==> src/rtl/operand_collector_4x32.sv <==
// operand_collector_4x32
// Groups a serial stream of words into four operand slots (x, y, z, w) for the
// 4x32 multi-operand adder. A group closes after the fourth word or after a
// word flagged in_last, and unused slots are zero so the downstream sum counts
// only the real operands. The group release and the first word of the next
// group can share one cycle, so streaming runs without bubbles.
//
// Handshake semantics (both ports): a transfer happens on a rising clk edge
// where valid and ready are both high. The producer keeps valid (and its data)
// stable until the transfer. ready is allowed to depend combinationally on the
// other side's ready only on the path out_ready -> in_ready while a group is
// held. Data and last presented without a completed transfer are ignored.
module operand_collector_4x32 #(
    parameter int DATA_W = 32,
    parameter int CNT_W  = 16
) (
    input  logic              clk,
    input  logic              rst_n,
    input  logic              in_valid,
    output logic              in_ready,
    input  logic [DATA_W-1:0] in_data,
    input  logic              in_last,
    output logic              out_valid,
    input  logic              out_ready,
    output logic [DATA_W-1:0] x,
    output logic [DATA_W-1:0] y,
    output logic [DATA_W-1:0] z,
    output logic [DATA_W-1:0] w,
    output logic [2:0]        out_count,
    output logic [CNT_W-1:0]  group_cnt,
    output logic              dbg_state
);

    typedef enum logic {
        COLLECT = 1'b0,
        HOLD    = 1'b1
    } state_t;

    state_t     state;
    logic [1:0] idx;
    logic       accept;

    localparam logic [CNT_W-1:0] CNT_ONE = {{(CNT_W-1){1'b0}}, 1'b1};

    // While collecting we always take a word; while holding, a word can only
    // enter in the same cycle the held group leaves. Held low during reset.
    assign in_ready  = rst_n & ((state == COLLECT) | out_ready);
    assign accept    = in_valid & in_ready;
    assign dbg_state = state;

    // Collector FSM: fills slots, presents complete groups, clears on release.
    always_ff @(posedge clk or negedge rst_n) begin
        if (!rst_n) begin
            state     <= COLLECT;
            idx       <= 2'd0;
            x         <= '0;
            y         <= '0;
            z         <= '0;
            w         <= '0;
            out_count <= 3'd0;
            out_valid <= 1'b0;
            group_cnt <= '0;
        end else begin
            case (state)
                COLLECT: begin
                    if (accept) begin
                        case (idx)
                            2'd0:    x <= in_data;
                            2'd1:    y <= in_data;
                            2'd2:    z <= in_data;
                            default: w <= in_data;
                        endcase
                        if (idx == 2'd3 || in_last) begin
                            out_count <= {1'b0, idx} + 3'd1;
                            out_valid <= 1'b1;
                            state     <= HOLD;
                            idx       <= 2'd0;
                        end else begin
                            idx <= idx + 2'd1;
                        end
                    end
                end
                HOLD: begin
                    if (out_ready) begin
                        group_cnt <= group_cnt + CNT_ONE;
                        y         <= '0;
                        z         <= '0;
                        w         <= '0;
                        if (accept) begin
                            x <= in_data;
                            if (in_last) begin
                                // A one-word group goes straight back out.
                                out_count <= 3'd1;
                                idx       <= 2'd0;
                            end else begin
                                idx       <= 2'd1;
                                out_valid <= 1'b0;
                                state     <= COLLECT;
                            end
                        end else begin
                            x         <= '0;
                            idx       <= 2'd0;
                            out_valid <= 1'b0;
                            state     <= COLLECT;
                        end
                    end
                end
                default: begin
                    state     <= COLLECT;
                    out_valid <= 1'b0;
                    idx       <= 2'd0;
                end
            endcase
        end
    end

endmodule

==> config.mk <==
export PLATFORM = sky130hd
export DESIGN_NAME = operand_collector_4x32
export DESIGN_NICKNAME = d
export VERILOG_FILES = /design/src/rtl/operand_collector_4x32.sv
export SDC_FILE = /design/constraint.sdc
export NUM_CORES = 1
export LEC_CHECK = 0
export CORE_ASPECT_RATIO = 1.4
export CORE_MARGIN = 5
export CORE_UTILIZATION = 42
export DETAILED_ROUTE_END_ITERATION = 10
export PLACE_DENSITY_LB_ADDON = 0.15
export SETUP_SLACK_MARGIN = 0.05
export SLEW_MARGIN = 20
export SYNTH_ARGS = -nofsm -noshare
export SYNTH_HDL_FRONTEND = slang
export SYNTH_SLANG_ARGS = --single-unit
==> constraint.sdc <==
create_clock -name clk -period 1.5 [get_ports clk]
set_input_delay 0.3 -clock clk [delete_from_list [all_inputs] [get_ports clk]]
set_output_delay 0.3 -clock clk [all_outputs]
set_load 0.05 [all_outputs]
### Yosys cells after proc, flatten, opt, wreduce, memory -nomap -nowiden

Cells that the tools add are included.

| word-level totals | value |
|---|---|
| register bits after elaboration | 151 |
| bits of input ports | 37 |
| output and inout port bits | 150 |
| logic and storage cells | 79 |

| cells by class | value |
|---|---|
| add/subtract/negate cells | 3 |
| eq/ne operators | 13 |
| multiplexer cells | 39 |
| bitwise operators | 4 |
| reductions and logical operators | 11 |

Operator list:

| operator | number |
|---|---|
| 2-to-1 mux 32 bit | 11 |
| case mux 32 bit (2 select lines) | 4 |
| adder 16 x 1 -> 16 bit (second input constant) | 1 |
| 2-to-1 mux 3 bit | 5 |
| AND reduction 3 bit | 4 |
| 2-to-1 mux 1 bit | 11 |
| inequality test 2 x 1 -> 1 bit (second input constant) | 5 |
| 2-to-1 mux 2 bit | 4 |
| inequality test 2 bit (second input constant) | 4 |
| case mux 3 bit (2 select lines) | 1 |
| AND reduction 5 bit | 1 |
| equality test 2 bit (second input constant) | 2 |
| case mux 1 bit (2 select lines) | 2 |
| case mux 2 bit (2 select lines) | 1 |
| AND reduction 2 bit | 2 |
| AND reduction 4 bit | 1 |
| adder 2 x 1 -> 3 bit (second input constant) | 1 |
| inequality test 3 bit (second input constant) | 1 |
| OR reduction 3 bit | 1 |
| adder 2 x 1 -> 2 bit (second input constant) | 1 |
| AND 1 bit | 2 |
| equality test 2 x 1 -> 1 bit (second input constant) | 1 |
| zero test 2 bit | 1 |
| logical OR 1 bit | 1 |
| 2 further kinds | 2 |

### Depth between registers and ports, before layout

Gate-level depths: netlist of run 1.

| depth | value |
|---|---|
| depth after elaboration | 7 |
| gate-level depth with buffers | 7 |
| depth with buffers taken out | 5 |

### Worst setup path after synthesis of run 1

No wires, ideal clock.

| timing path | value |
|---|---|
| path kind | register -> register |
| start point | reg state, in the netlist dbg_state |
| end point | reg w[10] |
| setup time | 121 ps |
| data arrival time | 1693 ps |
| data required time | 1379 ps |
| path slack | -314 ps |
| stages on the path, launching flop included | 7 |
| buffers on the path | 3 |
| clock period less this slack | 1814 ps |
| cells stage by stage | dfrtp_1 and3b_1 buf_6 and2_4 buf_6 buf_6 a22o_1 |

| on the way | value |
|---|---|
| word-level cells in the longest chain between the ends | 6 |
| elaborated cells between the ends (all ways) | 9 |
| classes of those cells | eq/ne (3); mux (1); bitwise (4); reduce/logical (1) |

RTL lines:

| element | line | RTL |
|---|---|---|
| start: declaration | 39 | `state_t state;` |
| start signal: assignment | 54 | `state <= COLLECT;` |
| start signal: assignment | 76 | `state <= HOLD;` |
| start signal: assignment | 98 | `state <= COLLECT;` |
| inverter 1 bit | -- |  |
| bitwise OR 1 bit | 47 | `assign in_ready = rst_n & ((state == COLLECT) \| out_ready);` |
| AND 1 bit | 47 |  |
| AND 1 bit | 48 | `assign accept = in_valid & in_ready;` |
| inequality test 2 bit (no line) | -- |  |
| AND reduction 3 bit (no line) | -- |  |
| end signal: assignment | 71 | `default: w <= in_data;` |
| end: declaration | 28 | `output logic [DATA_W-1:0] w,` |

Several ways; a longest one is shown, not always the timed one.
A chain may end at the register's enable or synchronous reset.

### Worst setup path after layout of run 1

| timing path | value |
|---|---|
| start point | reg state, in the netlist dbg_state |
| end point | reg x[24] |

| on the way | value |
|---|---|
| word-level cells in the longest chain between the ends | 7 |
| elaborated cells between the ends (all ways) | 11 |
| classes of those cells | eq/ne (3); mux (3); bitwise (4); reduce/logical (1) |

RTL lines:

| element | line | RTL |
|---|---|---|
| inverter 1 bit | -- |  |
| bitwise OR 1 bit | 47 |  |
| AND 1 bit | 47 |  |
| AND 1 bit | 48 |  |
| 2-to-1 mux 32 bit | 89 | `if (accept) begin` |
| 2-to-1 mux 32 bit | 84 | `if (out_ready) begin` |
| case mux 32 bit (2 select lines) | 64 | `case (state)` |
| end signal: assignment | 68 | `2'd0: x <= in_data;` |
| end signal: assignment | 90 | `x <= in_data;` |
| end: declaration | 25 | `output logic [DATA_W-1:0] x,` |

Several ways; a longest one is shown, not always the timed one. The select of a mux whose other input is x is not followed.

==> flow_summary.yaml, run 1 <==
grt:
  gr-usage-all-layers_pct: 23.7
  grt_util_met2_pct: 41.9
  grt_pass1_wl_um: 31800
  grt_overflow: 0
  antenna_found_initial: 0
  gr-usage-met1_pct: 27.3
  grt_pass1_vias: 5472
  grt_max_degree: 68
  use_met3_pct: 6.57
  top_usage_layer: "met2"
setup_path:
  worst_ep_arrival_time_ns: 1.96
  crit_fanout: 6
  crit_required_ns: 1.83
  rr_startpoint: "dbg_state$_DFF_PN0_"
  worstSetupEndpointType: "flip-flop"
  r2r_slack_ns: -0.13
  crit_start: "dbg_state$_DFF_PN0_"
  start_kind: "flip-flop"
  worstSetupPathType: "flip-flop to flip-flop"
timing:
  finalHoldViolCount: 0
  report.final.slew_viol_count: 0
  setup_violations: 131
  layout_min_cycle_time_ns: 1.63
  relSlewSlack_pct: 44.0
  fin_ws_ns: -0.128
  fmax_mhz: 614
  worstMarginPinSlew_ns: 0.839
  timing.final.crit_share_pct: 109
  fin_skew_ns: 0.00784
  grt_setup_unrepaired: "yes"
synthesis:
  ys_seq_area_share_pct: 61.1
  synthMuxAreaShare_pct: 12.2
  synth-simple-area-share_pct: 11.4
  synthDistinctLibCells: 37
  async_flop_share_pct: 100
  yosysMostFrequentCell: "dfrtp_1"
  synth-compound-area-share_pct: 8.42
  synth-xor-area-share_pct: 2.13
  synth_ff_type: "dfrtp_1"
  synth_area_leaders: "dfrtp_1 (61%), mux2_2 (11%), nand2_1 (4.9%), a22o_1 (4.5%), nor2b_1 (3.2%)"
  syn_inst: 485
  synth_largest_area_cell: "dfrtp_1"
  synth_edf_count: 0
  syn_area_mm2: 0.00618
  syn_avg_cell_area_um2: 12.7
  syn_nets: 527
  synth-seq-cells: 151
  synth_top_area_share_pct: 61.1
  synth_top_family_by_area: "multiplexers"
  synth_fa_ha_area_share_pct: 1.01
  yosysWarnings: 0
  synth_common_cells: "dfrtp_1 (151), nand2_1 (80), mux2_2 (61), o21ai_0 (34)"
cts:
  tritoncts: "done"
  cts.hold.buffers_added: 0
  cts_buffer_depth: 2
  cts_buffers: 17
  clk_latency_ns: 0.42
  clock-sinks: 151
  cts_max_level: 4
  clk_pin_slew_worst_paths_ns: 0.06
  cts-root-buf: "clkbuf_16"
die:
  start_util_pct: 42.8
  die_x_um: 113
  core-area_mm2: 0.0144
  core.rowCount: 52
  die_h_um: 154
  die-area_mm2: 0.0173
  ioPinCount: 187
layout:
  diodes: 0
  drive_gt1_share_pct: 52.9
  fillCellCount: 743
  area_delta_synth_final_pct: 90.0
  fin_nets: 784
drt:
  viasPerCell: 5.18
  drt_wl_total_um: 21700
  dr.pass1.iters: 4
  drc: 0
  first_iter_violations: 226
  vias: 4883
  ant_nets: 0
  wire_per_inst_um: 23.0
run_status:
  violations: "setup timing"
  status: "finished, violations left"
power_and_ir_drop:
  total_power_mw: 25.1
  ir_worst_vdd_mv: 1.38
  p_leak_nw: 5.46
  cellPowerDensity_mw_per_mm2: 2140
place:
  gp_congestion: 0.823
  portBuffers: 186
  hpwl_um: 13500
  place_ws_ns: -0.483
hold_path:
  hold_class: "input port to asynchronous set/reset pin"
job:
  cap_violations: 0
-- final timing paths --
kind | end | cells after the start
worst max-delay path | x[24]$_DFFE_PN0P_ | 8
worst min-delay path | w[8]$_DFFE_PN0P_ | 3
worst max register to register | x[24]$_DFFE_PN0P_ | 8
worst min register to register | group_cnt[6]$_DFFE_PN0P_ | 1
max in group asynchronous | group_cnt[8]$_DFFE_PN0P_ | 3
min in group clk | out_count[1]$_DFFE_PN0P_ | 4
-- final cells by class --
class | count | area (um2) | area share [%]
Clock buffer | 18 | 429 | 3.65
Clock inverter | 12 | 203 | 1.73
Inverter | 4 | 15.0 | 0.128
Multi-Input combinational cell | 304 | 2680 | 22.8
Sequential cell | 151 | 3790 | 32.3
Tap cell | 189 | 236 | 2.01
Timing Repair Buffer | 264 | 4390 | 37.3
-- what timing repair did --
action / CTS / global route
resized for setup: 85 / 83
pin swaps: 9 / 32
cloned: 8 / 4
buffers inserted: 24 / 8
endpoints found under the setup margin: 137 / 138
-- per-stage QoR --
step | TNS, ns | utilization (%) | area (um2) | cells | hold WS (ns)
2_1_floorplan | -16.00 | - | 6300 | 485 | 0.00441
3_3_place_gp | -53.14 | 69.2 | 9990 | 870 | 0.500
3_5_place_dp | -57.64 | 69.2 | 9990 | 870 | 0.510
4_1_cts | -7.58 | 78.5 | 11300 | 932 | 0.113
5_1_grt | -16.12 | 81.3 | 11700 | 942 | 0.152
6_report | -9.86 | 81.3 | 11700 | 942 | 0.109
-- state kept, by name, indices dropped and copies added, names as in the netlist --
signal     count
idx            2
w             32
x             32
group_cnt     16
out_valid      1
y             32
dbg_state      1
out_count      3
z             32
-- critical path, cell delays in order, from the launching register on --
cell and delay [ns]:
dfrtp_2 0.42, buf_6 0.15, and2_1 0.18, buf_12 0.15
a21oi_4 0.17, buf_8 0.18, buf_16 0.16, nand2_2 0.05
o21ai_1 0.09
-- layout by cell type (no fill, tap or decap), types with 2 or more instances in the layout --
master,netlist,routed
nand2_1,80,55
a22o_1,32,32
nand2_4,0,14
buf_8,0,6
nor2_1,4,3
xnor2_1,11,11
xor2_1,4,4
ha_1,5,2
o21ai_1,1,18
buf_4,0,32
inv_1,4,2
mux2_4,4,61
nand3_2,0,4
mux2_2,61,4
inv_2,0,2
nor2b_1,32,32
and3_1,3,3
nor2_4,0,2
dfrtp_2,0,12
and2_4,1,2
buf_6,14,20
buf_12,0,162
clkbuf_16,0,21
nand4_1,3,3
dfrtp_1,151,139
a21oi_1,2,2
ha_4,0,2
nand2_2,3,14
bufinv_16,0,5
clkinv_2,0,2
buf_16,0,5
clkdlybuf4s50_1,0,34
clkinv_4,0,3
o21ai_2,0,15
nor3_1,3,2
-- per-layer routing --
metal / up-vias / wire [um]
li1: 2195 / -
met1: 2480 / 8060
met2: 167 / 11700
met3: 41 / 1220
met4: 0 / 698
met5: - / 0
-- report_power, final --
group / leakage, nW / total (mW) / switching, mW / internal, mW
sequential: 1.92 / 6.99 / 1.65 / 5.34
combinational: 3.23 / 13.5 / 6.67 / 6.81
clock: 0.306 / 4.63 / 1.69 / 2.94
total: 5.46 / 25.1 / 10.0 / 15.1
-- kinds of logic after synthesis --
logic type,count (synthesis)
DFF,151
AOI/OAI and AO/OA,75
muxes,66
xor gates and xnor gates,15
buffers and inverters,31
adders and majority gates,5
and+or+nand+nor,142
Note: power is estimated with default switching activity, not from simulation.
==> run 2, diff against run 1 <==
--- a/config.mk
+++ b/config.mk
@@ -11,7 +11,7 @@
 export DETAILED_ROUTE_END_ITERATION = 10
 export PLACE_DENSITY_LB_ADDON = 0.15
 export SETUP_SLACK_MARGIN = 0.05
-export SLEW_MARGIN = 20
+export SLEW_MARGIN = 25
 export SYNTH_ARGS = -nofsm -noshare
 export SYNTH_HDL_FRONTEND = slang
 export SYNTH_SLANG_ARGS = --single-unit
==> results of run 2 <==
Same layout as run 1: the final DEF is identical, and so are final timing and power.
